===== src/rtl/vga_pkg.sv =====
// Shared types and raster-boundary helpers for the VGA timing generator.
// Pure declarations: no latency, no flow control.
package vga_pkg;

    localparam int WIDTH_DEF = 12;

    typedef enum logic [1:0] {
        IDLE  = 2'd0,
        RUN   = 2'd1,
        DRAIN = 2'd2
    } state_t;

    function automatic int axis_total(input int active, input int fp, input int sync, input int bp);
        return active + fp + sync + bp;
    endfunction

    function automatic int sync_first(input int active, input int fp);
        return active + fp;
    endfunction

    function automatic int sync_last(input int active, input int fp, input int sync);
        return active + fp + sync - 1;
    endfunction

endpackage


===== src/rtl/vga_timing_gen_if.sv =====
// Raster output bundle of the timing generator; frame_cnt exists only with
// VGA_TIMING_FRAME_CNT_EN. No handshake: outputs advance on the ce tick.
interface vga_timing_if import vga_pkg::*; #(
    parameter int WIDTH = WIDTH_DEF
);
    logic             ce;
    logic             en;
    logic [WIDTH-1:0] hcount;
    logic [WIDTH-1:0] vcount;
    logic [WIDTH-1:0] fetch_x;
    logic [WIDTH-1:0] fetch_y;
    logic             hsync;
    logic             vsync;
    logic             hblank;
    logic             vblank;
    logic             de;
    logic             sol;
    logic             sof;
    logic             fetch_valid;
    logic             running;
`ifdef VGA_TIMING_FRAME_CNT_EN
    logic [15:0]      frame_cnt;

    modport master (
        input  ce, en,
        output hcount, vcount, fetch_x, fetch_y, hsync, vsync, hblank, vblank,
               de, sol, sof, fetch_valid, running, frame_cnt
    );
    modport slave (
        output ce, en,
        input  hcount, vcount, fetch_x, fetch_y, hsync, vsync, hblank, vblank,
               de, sol, sof, fetch_valid, running, frame_cnt
    );
`else
    modport master (
        input  ce, en,
        output hcount, vcount, fetch_x, fetch_y, hsync, vsync, hblank, vblank,
               de, sol, sof, fetch_valid, running
    );
    modport slave (
        output ce, en,
        input  hcount, vcount, fetch_x, fetch_y, hsync, vsync, hblank, vblank,
               de, sol, sof, fetch_valid, running
    );
`endif
endinterface


===== src/rtl/vga_timing_gen_raster_counter.sv =====
// Two-axis raster position counter with wrap/carry and a load to its start offset.
// Registered x/y; nx/ny expose the value taken at the next edge. Moves only on adv/load.
module raster_counter import vga_pkg::*; #(
    parameter int WIDTH   = WIDTH_DEF,
    parameter int H_TOTAL = 800,
    parameter int V_TOTAL = 525,
    parameter int X0      = 0,
    parameter int Y0      = 0
) (
    input  logic             clk,
    input  logic             rst,
    input  logic             adv,
    input  logic             load,
    output logic [WIDTH-1:0] x,
    output logic [WIDTH-1:0] y,
    output logic [WIDTH-1:0] nx,
    output logic [WIDTH-1:0] ny
);
    localparam logic [WIDTH-1:0] X_LAST = WIDTH'(H_TOTAL - 1);
    localparam logic [WIDTH-1:0] Y_LAST = WIDTH'(V_TOTAL - 1);
    localparam logic [WIDTH-1:0] X_INIT = WIDTH'(X0);
    localparam logic [WIDTH-1:0] Y_INIT = WIDTH'(Y0);

    always_comb begin
        nx = x;
        ny = y;
        if (load) begin
            nx = X_INIT;
            ny = Y_INIT;
        end else if (adv) begin
            if (x == X_LAST) begin
                nx = '0;
                ny = (y == Y_LAST) ? '0 : y + WIDTH'(1);
            end else begin
                nx = x + WIDTH'(1);
            end
        end
    end

    always_ff @(posedge clk or negedge rst) begin
        if (!rst) begin
            x <= X_INIT;
            y <= Y_INIT;
        end else begin
            x <= nx;
            y <= ny;
        end
    end
endmodule


===== src/rtl/vga_timing_gen.sv =====
// Parametrised VGA raster timing generator; frame_cnt added with VGA_TIMING_FRAME_CNT_EN.
// Outputs registered, 1 clk after a ce tick; nothing moves while ce is low.
module vga_timing_gen import vga_pkg::*; #(
    parameter int WIDTH    = WIDTH_DEF,
    parameter int H_ACTIVE = 640,
    parameter int H_FP     = 16,
    parameter int H_SYNC   = 96,
    parameter int H_BP     = 48,
    parameter int V_ACTIVE = 480,
    parameter int V_FP     = 10,
    parameter int V_SYNC   = 2,
    parameter int V_BP     = 33,
    parameter int HS_POL   = 0,
    parameter int VS_POL   = 0,
    parameter int PREFETCH = 2
) (
    input logic          clk,
    input logic          rst,
    vga_timing_if.master bus
);
    localparam int H_TOTAL = axis_total(H_ACTIVE, H_FP, H_SYNC, H_BP);
    localparam int V_TOTAL = axis_total(V_ACTIVE, V_FP, V_SYNC, V_BP);
    localparam logic [WIDTH-1:0] H_LAST = WIDTH'(H_TOTAL - 1);
    localparam logic [WIDTH-1:0] V_LAST = WIDTH'(V_TOTAL - 1);
    localparam logic [WIDTH-1:0] H_ACT  = WIDTH'(H_ACTIVE);
    localparam logic [WIDTH-1:0] V_ACT  = WIDTH'(V_ACTIVE);
    localparam logic [WIDTH-1:0] HS_LO  = WIDTH'(sync_first(H_ACTIVE, H_FP));
    localparam logic [WIDTH-1:0] HS_HI  = WIDTH'(sync_last(H_ACTIVE, H_FP, H_SYNC));
    localparam logic [WIDTH-1:0] VS_LO  = WIDTH'(sync_first(V_ACTIVE, V_FP));
    localparam logic [WIDTH-1:0] VS_HI  = WIDTH'(sync_last(V_ACTIVE, V_FP, V_SYNC));
    localparam logic HS_ON = (HS_POL != 0);
    localparam logic VS_ON = (VS_POL != 0);

    state_t           state, state_nxt;
    logic             live, adv, load, wrap;
    logic [WIDTH-1:0] h_cur, v_cur, h_nxt, v_nxt;
    logic [WIDTH-1:0] fx_cur, fy_cur, fx_nxt, fy_nxt;
    logic             hsync_d, vsync_d, hblank_d, vblank_d, sol_d, sof_d, fv_d;

    assign wrap = (h_cur == H_LAST) && (v_cur == V_LAST);

    always_comb begin
        state_nxt = state;
        if (bus.ce) begin
            case (state)
                IDLE:    if (bus.en) state_nxt = RUN;
                RUN:     if (!bus.en) state_nxt = DRAIN;
                DRAIN:   if (bus.en) state_nxt = RUN;
                         else if (wrap) state_nxt = IDLE;
                default: state_nxt = IDLE;
            endcase
        end
    end

    // Leaving IDLE shows (0,0) without advancing; entering IDLE parks both counters.
    assign live = (state_nxt != IDLE);
    assign load = bus.ce && !live;
    assign adv  = bus.ce && live && (state != IDLE);

    raster_counter #(.WIDTH(WIDTH), .H_TOTAL(H_TOTAL), .V_TOTAL(V_TOTAL),
                     .X0(0), .Y0(0)) u_disp (
        .clk(clk), .rst(rst), .adv(adv), .load(load),
        .x(h_cur), .y(v_cur), .nx(h_nxt), .ny(v_nxt)
    );

    raster_counter #(.WIDTH(WIDTH), .H_TOTAL(H_TOTAL), .V_TOTAL(V_TOTAL),
                     .X0(PREFETCH % H_TOTAL), .Y0((PREFETCH / H_TOTAL) % V_TOTAL)) u_fetch (
        .clk(clk), .rst(rst), .adv(adv), .load(load),
        .x(fx_cur), .y(fy_cur), .nx(fx_nxt), .ny(fy_nxt)
    );

    // Decode the position the counters take at this edge so flags stay aligned with it.
    always_comb begin
        hsync_d  = ~HS_ON;
        vsync_d  = ~VS_ON;
        hblank_d = 1'b1;
        vblank_d = 1'b1;
        sol_d    = 1'b0;
        sof_d    = 1'b0;
        fv_d     = 1'b0;
        if (live) begin
            hsync_d  = (h_nxt >= HS_LO && h_nxt <= HS_HI) ? HS_ON : ~HS_ON;
            vsync_d  = (v_nxt >= VS_LO && v_nxt <= VS_HI) ? VS_ON : ~VS_ON;
            hblank_d = (h_nxt >= H_ACT);
            vblank_d = (v_nxt >= V_ACT);
            sol_d    = (h_nxt == '0);
            sof_d    = (h_nxt == '0) && (v_nxt == '0);
            fv_d     = (fx_nxt < H_ACT) && (fy_nxt < V_ACT);
        end
    end

    always_ff @(posedge clk or negedge rst) begin
        if (!rst) begin
            state           <= IDLE;
            bus.hsync       <= ~HS_ON;
            bus.vsync       <= ~VS_ON;
            bus.hblank      <= 1'b1;
            bus.vblank      <= 1'b1;
            bus.de          <= 1'b0;
            bus.sol         <= 1'b0;
            bus.sof         <= 1'b0;
            bus.fetch_valid <= 1'b0;
            bus.running     <= 1'b0;
        end else begin
            state <= state_nxt;
            if (bus.ce) begin
                bus.hsync       <= hsync_d;
                bus.vsync       <= vsync_d;
                bus.hblank      <= hblank_d;
                bus.vblank      <= vblank_d;
                bus.de          <= !hblank_d && !vblank_d;
                bus.sol         <= sol_d;
                bus.sof         <= sof_d;
                bus.fetch_valid <= fv_d;
                bus.running     <= live;
            end
        end
    end

`ifdef VGA_TIMING_FRAME_CNT_EN
    always_ff @(posedge clk or negedge rst) begin
        if (!rst)
            bus.frame_cnt <= '0;
        else if (bus.ce && sof_d)
            bus.frame_cnt <= bus.frame_cnt + 16'd1;
    end
`endif

    assign bus.hcount  = h_cur;
    assign bus.vcount  = v_cur;
    assign bus.fetch_x = fx_cur;
    assign bus.fetch_y = fy_cur;
endmodule


===== src/flat_wrapper.sv =====
// flat-port wrapper written by rule: the top's interface ports become plain ports
module vga_timing_gen_flat import vga_pkg::*;
#(
    parameter int WIDTH    = WIDTH_DEF,
    parameter int H_ACTIVE = 640,
    parameter int H_FP     = 16,
    parameter int H_SYNC   = 96,
    parameter int H_BP     = 48,
    parameter int V_ACTIVE = 480,
    parameter int V_FP     = 10,
    parameter int V_SYNC   = 2,
    parameter int V_BP     = 33,
    parameter int HS_POL   = 0,
    parameter int VS_POL   = 0,
    parameter int PREFETCH = 2
)
  (clk, rst, bus_ce, bus_en, bus_hcount, bus_vcount, bus_fetch_x, bus_fetch_y, bus_hsync, bus_vsync, bus_hblank, bus_vblank, bus_de, bus_sol, bus_sof, bus_fetch_valid, bus_running);
  vga_timing_if #(.WIDTH(WIDTH)) bus_i ();
  input logic clk;
  input logic rst;
  input wire logic [$bits(bus_i.ce)-1:0] bus_ce;
  input wire logic [$bits(bus_i.en)-1:0] bus_en;
  output wire logic [$bits(bus_i.hcount)-1:0] bus_hcount;
  output wire logic [$bits(bus_i.vcount)-1:0] bus_vcount;
  output wire logic [$bits(bus_i.fetch_x)-1:0] bus_fetch_x;
  output wire logic [$bits(bus_i.fetch_y)-1:0] bus_fetch_y;
  output wire logic [$bits(bus_i.hsync)-1:0] bus_hsync;
  output wire logic [$bits(bus_i.vsync)-1:0] bus_vsync;
  output wire logic [$bits(bus_i.hblank)-1:0] bus_hblank;
  output wire logic [$bits(bus_i.vblank)-1:0] bus_vblank;
  output wire logic [$bits(bus_i.de)-1:0] bus_de;
  output wire logic [$bits(bus_i.sol)-1:0] bus_sol;
  output wire logic [$bits(bus_i.sof)-1:0] bus_sof;
  output wire logic [$bits(bus_i.fetch_valid)-1:0] bus_fetch_valid;
  output wire logic [$bits(bus_i.running)-1:0] bus_running;
  assign bus_i.ce = bus_ce;
  assign bus_i.en = bus_en;
  assign bus_hcount = bus_i.hcount;
  assign bus_vcount = bus_i.vcount;
  assign bus_fetch_x = bus_i.fetch_x;
  assign bus_fetch_y = bus_i.fetch_y;
  assign bus_hsync = bus_i.hsync;
  assign bus_vsync = bus_i.vsync;
  assign bus_hblank = bus_i.hblank;
  assign bus_vblank = bus_i.vblank;
  assign bus_de = bus_i.de;
  assign bus_sol = bus_i.sol;
  assign bus_sof = bus_i.sof;
  assign bus_fetch_valid = bus_i.fetch_valid;
  assign bus_running = bus_i.running;
  vga_timing_gen #(.WIDTH(WIDTH), .H_ACTIVE(H_ACTIVE), .H_FP(H_FP), .H_SYNC(H_SYNC), .H_BP(H_BP), .V_ACTIVE(V_ACTIVE), .V_FP(V_FP), .V_SYNC(V_SYNC), .V_BP(V_BP), .HS_POL(HS_POL), .VS_POL(VS_POL), .PREFETCH(PREFETCH)) u_core (.clk(clk), .rst(rst), .bus(bus_i));
endmodule

===== config.mk =====
export PLATFORM = sky130hd
export DESIGN_NAME = vga_timing_gen_flat
export DESIGN_NICKNAME = d
export VERILOG_FILES = /design/src/rtl/vga_pkg.sv /design/src/rtl/vga_timing_gen_if.sv /design/src/rtl/vga_timing_gen_raster_counter.sv /design/src/rtl/vga_timing_gen.sv /design/src/flat_wrapper.sv
export SDC_FILE = /design/constraint.sdc
export NUM_CORES = 1
export LEC_CHECK = 0
export CAP_MARGIN = 20
export CORE_MARGIN = 2
export CORE_UTILIZATION = 50
export CTS_CLUSTER_DIAMETER = 100
export DETAILED_ROUTE_END_ITERATION = 16
export GPL_TIMING_DRIVEN = 0
export PLACE_DENSITY = 0.76
export SYNTH_ARGS = -nofsm -noshare
export SYNTH_HDL_FRONTEND = slang
export SYNTH_SLANG_ARGS = --single-unit

===== constraint.sdc =====
create_clock -name clk -period 7.6 [get_ports clk]
set_input_delay 1.52 -clock clk [delete_from_list [all_inputs] [get_ports clk]]
set_output_delay 1.52 -clock clk [all_outputs]
set_load 0.01 [all_outputs]

# --- Word-level counts from Yosys, hierarchy flattened ---
# Cells that the tools add are included.
classes:
  addsub: 4
  reduce_logical: 17
  order_cmp: 8
  eq_ne: 6
  muxes: 29
ops:
  columns: ["cell", "count"]
  rows:
  - ["$mux 12", 14]
  - ["$add 12x1->12 const B", 4]
  - ["$eq 12x10->1 const B", 4]
  - ["$ge 12x10->1 const B", 2]
  - ["$ge 12x9->1 const B", 2]
  - ["$logic_not 12->1", 2]
  - ["$le 12x10->1 const B", 1]
  - ["$le 12x9->1 const B", 1]
  - ["$lt 12x10->1 const B", 1]
  - ["$lt 12x9->1 const B", 1]
  - ["$mux 2", 5]
  - ["$logic_and 1x1->1", 9]
  - ["$mux 1", 9]
  - ["$pmux 2 s3", 1]
  - ["$reduce_bool 2->1", 2]
  - ["$logic_not 1->1", 3]
  - ["$eq 2x1->1 const B", 1]
  - ["$eq 2x2->1 const B", 1]
  - ["$logic_not 2->1", 1]
totals:
  reg_bits: 59
  inputBits: 4
  out_inout_bits: 57

# --- Longest topological paths before layout ---
# Gate-level depths: netlist (run 1).
depth:
  ltp_word: 15
  ltp_mapped: 12

# --- Cells and area by module ---
# A second synthesis (run 1) with hierarchy kept.
hier_totals:
  cells_unflattened: 358
  area_unflattened_um2: 3412.0
modules_own_cells:
  columns: ["mod", "instances", "cells_each", "area_per_inst_um2"]
  rows:
  - ["raster_counter at u_core.u_fetch", 1, 137, 1355.0]
  - ["raster_counter at u_core.u_disp", 1, 138, 1326.3]
  - ["vga_timing_gen", 1, 83, 730.7]

# --- Worst setup path after synthesis (run 1) ---
# OpenSTA, ideal clock, no wires.
synth_path:
  kind: "input to register"
  startpoint: "input bus_ce"
  endpoint: "register u_core.bus.sof"
  setup_ps: 103
  n_path_buf: 3
  t_required_ps: 7497
  path_stages: 10
  path_slack_ps: 3934
  arrival_ps: 3562
  path_cell_list: "clkbuf_1 -> inv_1 -> clkbuf_1 -> nor2_1 -> clkbuf_1 -> o21ai_1 -> mux2i_2 -> a2111oi_2 -> nand4_1 -> o41ai_2"
synth_between:
  elab_chain_len: 9
synth_lines:
  columns: ["item", "line_no", "rtl"]
  rows:
  - ["start: declaration", "flat_wrapper.sv:21", "input wire logic [$bits(bus_i.ce)-1:0] bus_ce;"]
  - ["$mux 2", "vga_timing_gen.sv:44", "if (bus.ce) begin"]
  - ["$reduce_bool 2->1", "vga_timing_gen.sv:56", "assign live = (state_nxt != IDLE);"]
  - ["$logic_and 1x1->1 (2 in series)", "vga_timing_gen.sv:58", "assign adv = bus.ce && live && (state != IDLE);"]
  - ["$mux 12", "vga_timing_gen_raster_counter.sv:30", "end else if (adv) begin"]
  - ["$mux 12 (*)", "vga_timing_gen_raster_counter.sv:27", "if (load) begin"]
  - ["via u_core.h_nxt[2]", "vga_timing_gen.sv:36", "logic [WIDTH-1:0] h_cur, v_cur, h_nxt, v_nxt;"]
  - ["$logic_not 12->1 (*)", "vga_timing_gen.sv:87", "sof_d = (h_nxt == '0) && (v_nxt == '0);"]
  - ["$logic_and 1x1->1 (*)", "vga_timing_gen.sv:87", null]
  - ["$mux 1 (*)", "vga_timing_gen.sv:81", "if (live) begin"]
  - ["end signal: assignment", "vga_timing_gen.sv:101", "bus.sof <= 1'b0;"]
  - ["end signal: assignment", "vga_timing_gen.sv:113", "bus.sof <= sof_d;"]
  - ["end: declaration", "vga_timing_gen_if.sv:38", "de, sol, sof, fetch_valid, running"]
# Mark *: on every way through the listed nets, which the timed path passes. The rest lies on a longest branch.
# A chain may end at the register's enable or synchronous reset.

# --- Worst setup path in the final report (run 1) ---
layout_path:
  startpoint: "input bus_ce"
  endpoint: "register u_core.bus.sof"
layout_between:
  elab_chain_len: 9
layout_lines:
  columns: ["item", "line_no"]
  rows:
  - ["$mux 2", "vga_timing_gen.sv:44"]
  - ["$reduce_bool 2->1", "vga_timing_gen.sv:56"]
  - ["$logic_and 1x1->1 (2 in series)", "vga_timing_gen.sv:58"]
  - ["$mux 12", "vga_timing_gen_raster_counter.sv:30"]
  - ["$mux 12", "vga_timing_gen_raster_counter.sv:27"]
  - ["$logic_not 12->1", "vga_timing_gen.sv:87"]
  - ["$logic_and 1x1->1", "vga_timing_gen.sv:87"]
  - ["$mux 1", "vga_timing_gen.sv:81"]
# Parallel ways exist; a longest one is shown, timed or not.

==> impl_metrics.csv, run 1 <==
group,metric,value,unit
synth,ys_async_sr_fraction,1.00,
synth,synth.yosys.seq_area_share,0.392,
pwr,ir_drop,0.0871,mV
place,io_buffers,58,
place,dpl-instance-area,4500,µm²
finish,final_layout_size_suffix_gt1_frac,0.109,
grt,grt_use_total,0.254,
finish,fin_area,4700,µm²
finish,fin_cells,603,
hold_path,min-delay-start,"u_core.bus.hsync$_DFFE_PN1P_",
setup_path,cp_common_cell,"clkbuf_1",
sta,slew_viol_final,0,
setup_path,slowest_stage,"clkbuf_1",
synth,synth_top_area_frac,0.357,
job,cap_violations,0,
setup_path,crit_fanout,10,
setup_path,cpPeakStageDelay,0.43,ns
setup_path,r2r_cells,9,
place,dp_slack,3.25,ns
detailed_routing,wl_per_cell,17.0,µm
finish,final-seq-area,1480,µm²
sta,setup_viol,0,
pwr,p_per_area,181,nW/µm²
sta,fin_crit_sh,0.531,
clock_network,cts.repair.resized,0,
detailed_routing,drt_pass1_iterations,5,
grt,grt_pass1_wl,17000,µm
setup_path,end_kind,"flip-flop",
detailed_routing,drc_errors,0,
floorplan,start_util,0.519,
setup_path,worstPathRequired,7.85,ns
place,dp_cells,586,
clock_network,clockBufferDepth,2,
setup_path,worst-setup-path-type,"primary input to flip-flop",
sta,rsz0062_at_grt,"false",
finish,multi_input_area,2120,µm²
sta,timing.final.ws_setup,3.56,ns
clock_network,path_clk_slew,0.07,ns
clock_network,cts_tree,"yes",
finish,antenna_cells,0,
synth,yosysTopAreaCell,"dfrtp_1",
grt,grt_start_max_net_pins,34,
sta,hold_viol_final,0,
synth,synthFlopType,"dfrtp_1",
sta,worst_slew_pin_slew,0.754,ns
synth,ys_top_cells_by_area,"dfrtp_1, nand2_1, nor2_1, o21ai_0, dfstp_2",
finish,nets,509,
clock_network,post_cts_buffers,0,
setup_path,crit_start,"bus_ce",
sta,clock.fmax,0.248,GHz
synth,synth_cell_types,74,
synth,yosysWarningCount,0,
detailed_routing,drt_iter0_markers,291,
synth,synth_area,3780,µm²
clock_network,cts_sinks,59,
synth,postSynthCellCount,428,
grt,grt_overflow,0,
floorplan,die-area,8280,µm²
synth,syn_area_per_cell,8.84,µm²
hold_path,hold_path.class,"flip-flop to flip-flop",
detailed_routing,viasPerCell,6.07,
detailed_routing,ant_nets,0,
pwr,fin_total_pwr,0.853,mW
setup_path,cp.arrival,4.29,ns
synth,yosys_register_bits,59,
sta,clock_skew,0.00852,ns
sta,holdWs,0.496,ns
synth,synth-edff-count,0,
clock_network,clk_latency,0.34,ns
pwr,p_leak,1.87,nW
floorplan,die_h,91.0,µm
setup_path,reg2reg_slack,4.26,ns
floorplan,fp.dieW,91.0,µm
clock_network,cts_root_buf,"clkbuf_8",
floorplan,rows,31,
detailed_routing,vias,3659,
grt,antenna_found_initial,0,
synth,synthesis.nets,438,
finish,post-route-util,0.645,
sta,tns,0,ns
finish,fillCellCount,646,
grt,first_global_vias,3522,
setup_path,r2r-end,"u_core.bus.sof$_DFFE_PN0P_",
status,status,"completed",
setup_path,cp-start-kind,"primary input",
detailed_routing,routed_wl,10200,µm
place,gp_congestion,0.898,
place,dp_hpwl,7450,µm
setup_path,crit_chain,"clkbuf_1 -> inv_1 -> clkbuf_1 -> nor2_1 -> clkbuf_1 -> nor2_1 -> a32o_1 -> a21oi_1 -> nand4_1 -> o41ai_2",
setup_path,endpoint,"u_core.bus.sof$_DFFE_PN0P_",
floorplan,core,7290,µm²
sta,finalCriticalPeriod,4.04,ns
clock_network,cts_max_level,3,
clock_network,hold_buffers,0,
floorplan,io_pins,61,
finish,area_growth,24.2,%
setup_path,rr_startpoint,"u_core.u_disp.x[0]$_DFF_PN0_",
clock_network,cts_buffers,9,
sta,relSlewSlack,0.484,
[cells in the final DEF (no fill, tap or decap), types with 4 or more instances in the layout]
cell	instances
and2_1	6
or3_1	6
o21ai_0	29
buf_6	4
o31ai_1	5
dfrtp_1	54
nand4_1	10
o2111ai_1	4
xnor2_1	11
or4_1	4
nand3_1	18
o21ai_1	6
clkbuf_8	10
clkdlybuf4s50_1	57
a2111oi_0	4
nand2_1	46
and3_1	11
clkinv_2	5
nand2b_1	4
o211ai_1	4
xor2_1	11
nor3_1	6
ha_1	6
a21oi_1	16
nor2_1	44
clkbuf_1	13
mux2i_1	4
inv_1	19
dfstp_2	5
[power breakdown]
| part | switching [mW] | leakage [nW] | internal (mW) | total (mW) |
|---|---|---|---|---|
| logic | 0.114 | 0.973 | 0.0874 | 0.201 |
| clock network | 0.125 | 0.106 | 0.157 | 0.282 |
| registers | 0.0258 | 0.792 | 0.344 | 0.369 |
| total | 0.265 | 1.87 | 0.588 | 0.853 |
[worst min-delay path by stage]
| stage | endpoint | slack [ns] | cells past startpoint |
|---|---|---|---|
| floorplan | u_core.bus.hsync$_DFFE_PN1P_ | 0.49 | 2 |
| global placement | u_core.bus.sof$_DFFE_PN0P_ | 0.48 | 2 |
| detailed placement | u_core.bus.de$_DFFE_PN0P_ | 0.48 | 2 |
| CTS | u_core.bus.sof$_DFFE_PN0P_ | 0.50 | 2 |
| global route | u_core.bus.hsync$_DFFE_PN1P_ | 0.52 | 2 |
| finish | u_core.bus.hsync$_DFFE_PN1P_ | 0.50 | 2 |
[layout make-up]
type | instances | area share
multi-input combinational | 330 | 0.452
sequential | 59 | 0.315
timing repair buffer | 60 | 0.128
clock buffer | 10 | 0.0293
tap | 99 | 0.0263
buffer | 20 | 0.0229
inverter | 19 | 0.0152
clock inverter | 6 | 0.0117
[worst max-delay path, delay by kind of cell]
kind            cells  cell delay [ns]
simple gates        3             0.79
buf+inv             4             1.14
compound gates      3             0.80
[cells in the mapped netlist, types with 3 or more instances]
master,instances
nor4_1,3
clkbuf_1,13
o22ai_1,3
o21ai_0,29
dfrtp_1,54
nand4b_1,3
a21o_1,3
nor2b_1,3
or3_1,6
o21ai_1,6
and3_1,11
xor2_1,11
a211oi_1,3
nor4b_1,3
ha_1,6
nor2_1,44
and2_1,6
nand2_1,46
o2111ai_1,4
o31ai_1,5
inv_1,19
nand4_1,10
a2111oi_0,4
mux2i_1,4
and4_1,3
xnor2_1,11
o211ai_1,4
a21oi_1,16
or4_1,4
dfstp_2,5
nor3_1,6
nand2b_1,4
or4_4,3
nand3_1,18
buf_6,4
[sequential cells by signal (all words and copies together), names as in the netlist]
register,flops
u_core.bus.fetch_valid,1
u_core.u_disp.y,12
u_core.bus.de,1
u_core.state,2
u_core.bus.hsync,1
u_core.u_fetch.y,12
u_core.u_disp.x,12
u_core.bus.hblank,1
u_core.bus.sof,1
u_core.bus.sol,1
u_core.u_fetch.x,12
u_core.bus.vblank,1
u_core.bus.vsync,1
u_core.bus.running,1
[kinds of logic after synthesis]
group | count (synthesis) | share of synthesized area
simple gates | 189 | 0.274
flops | 59 | 0.392
mux | 7 | 0.0202
compound gates | 106 | 0.196
fa+ha+maj | 6 | 0.0198
xor+xnor | 22 | 0.0509
buf+inv | 39 | 0.0473
[per-layer routing]
| layer | share of wire | GRT usage |
|---|---|---|
| met5 | 0 | 0 |
| met4 | 0.018 | 0.101 |
| met3 | 0.048 | 0.0423 |
| met2 | 0.48 | 0.407 |
| met1 | 0.46 | 0.344 |
No activity file was read; power rests on OpenSTA's default activity.
==> run 2: changes to the inputs <==
Clock period 7.6 ns to 3.91 ns, I/O delays scaled along.
==> results of run 2 <==
The final DEF is identical to that of run 1. Status: completed.
Main changes from that run: setup slack after placement 3.25 ns -> 0.298 ns; setup slack after layout 3.56 ns -> 0.573 ns; hold slack 0.496 ns -> 0.453 ns; start point of the critical path bus_ce -> u_core.u_disp.x[0]$_DFF_PN0_; register-to-register setup slack 4.26 ns -> 0.57 ns; total power 0.853 mW -> 1.66 mW; worst IR drop on VDD 0.0871 mV -> 0.169 mV
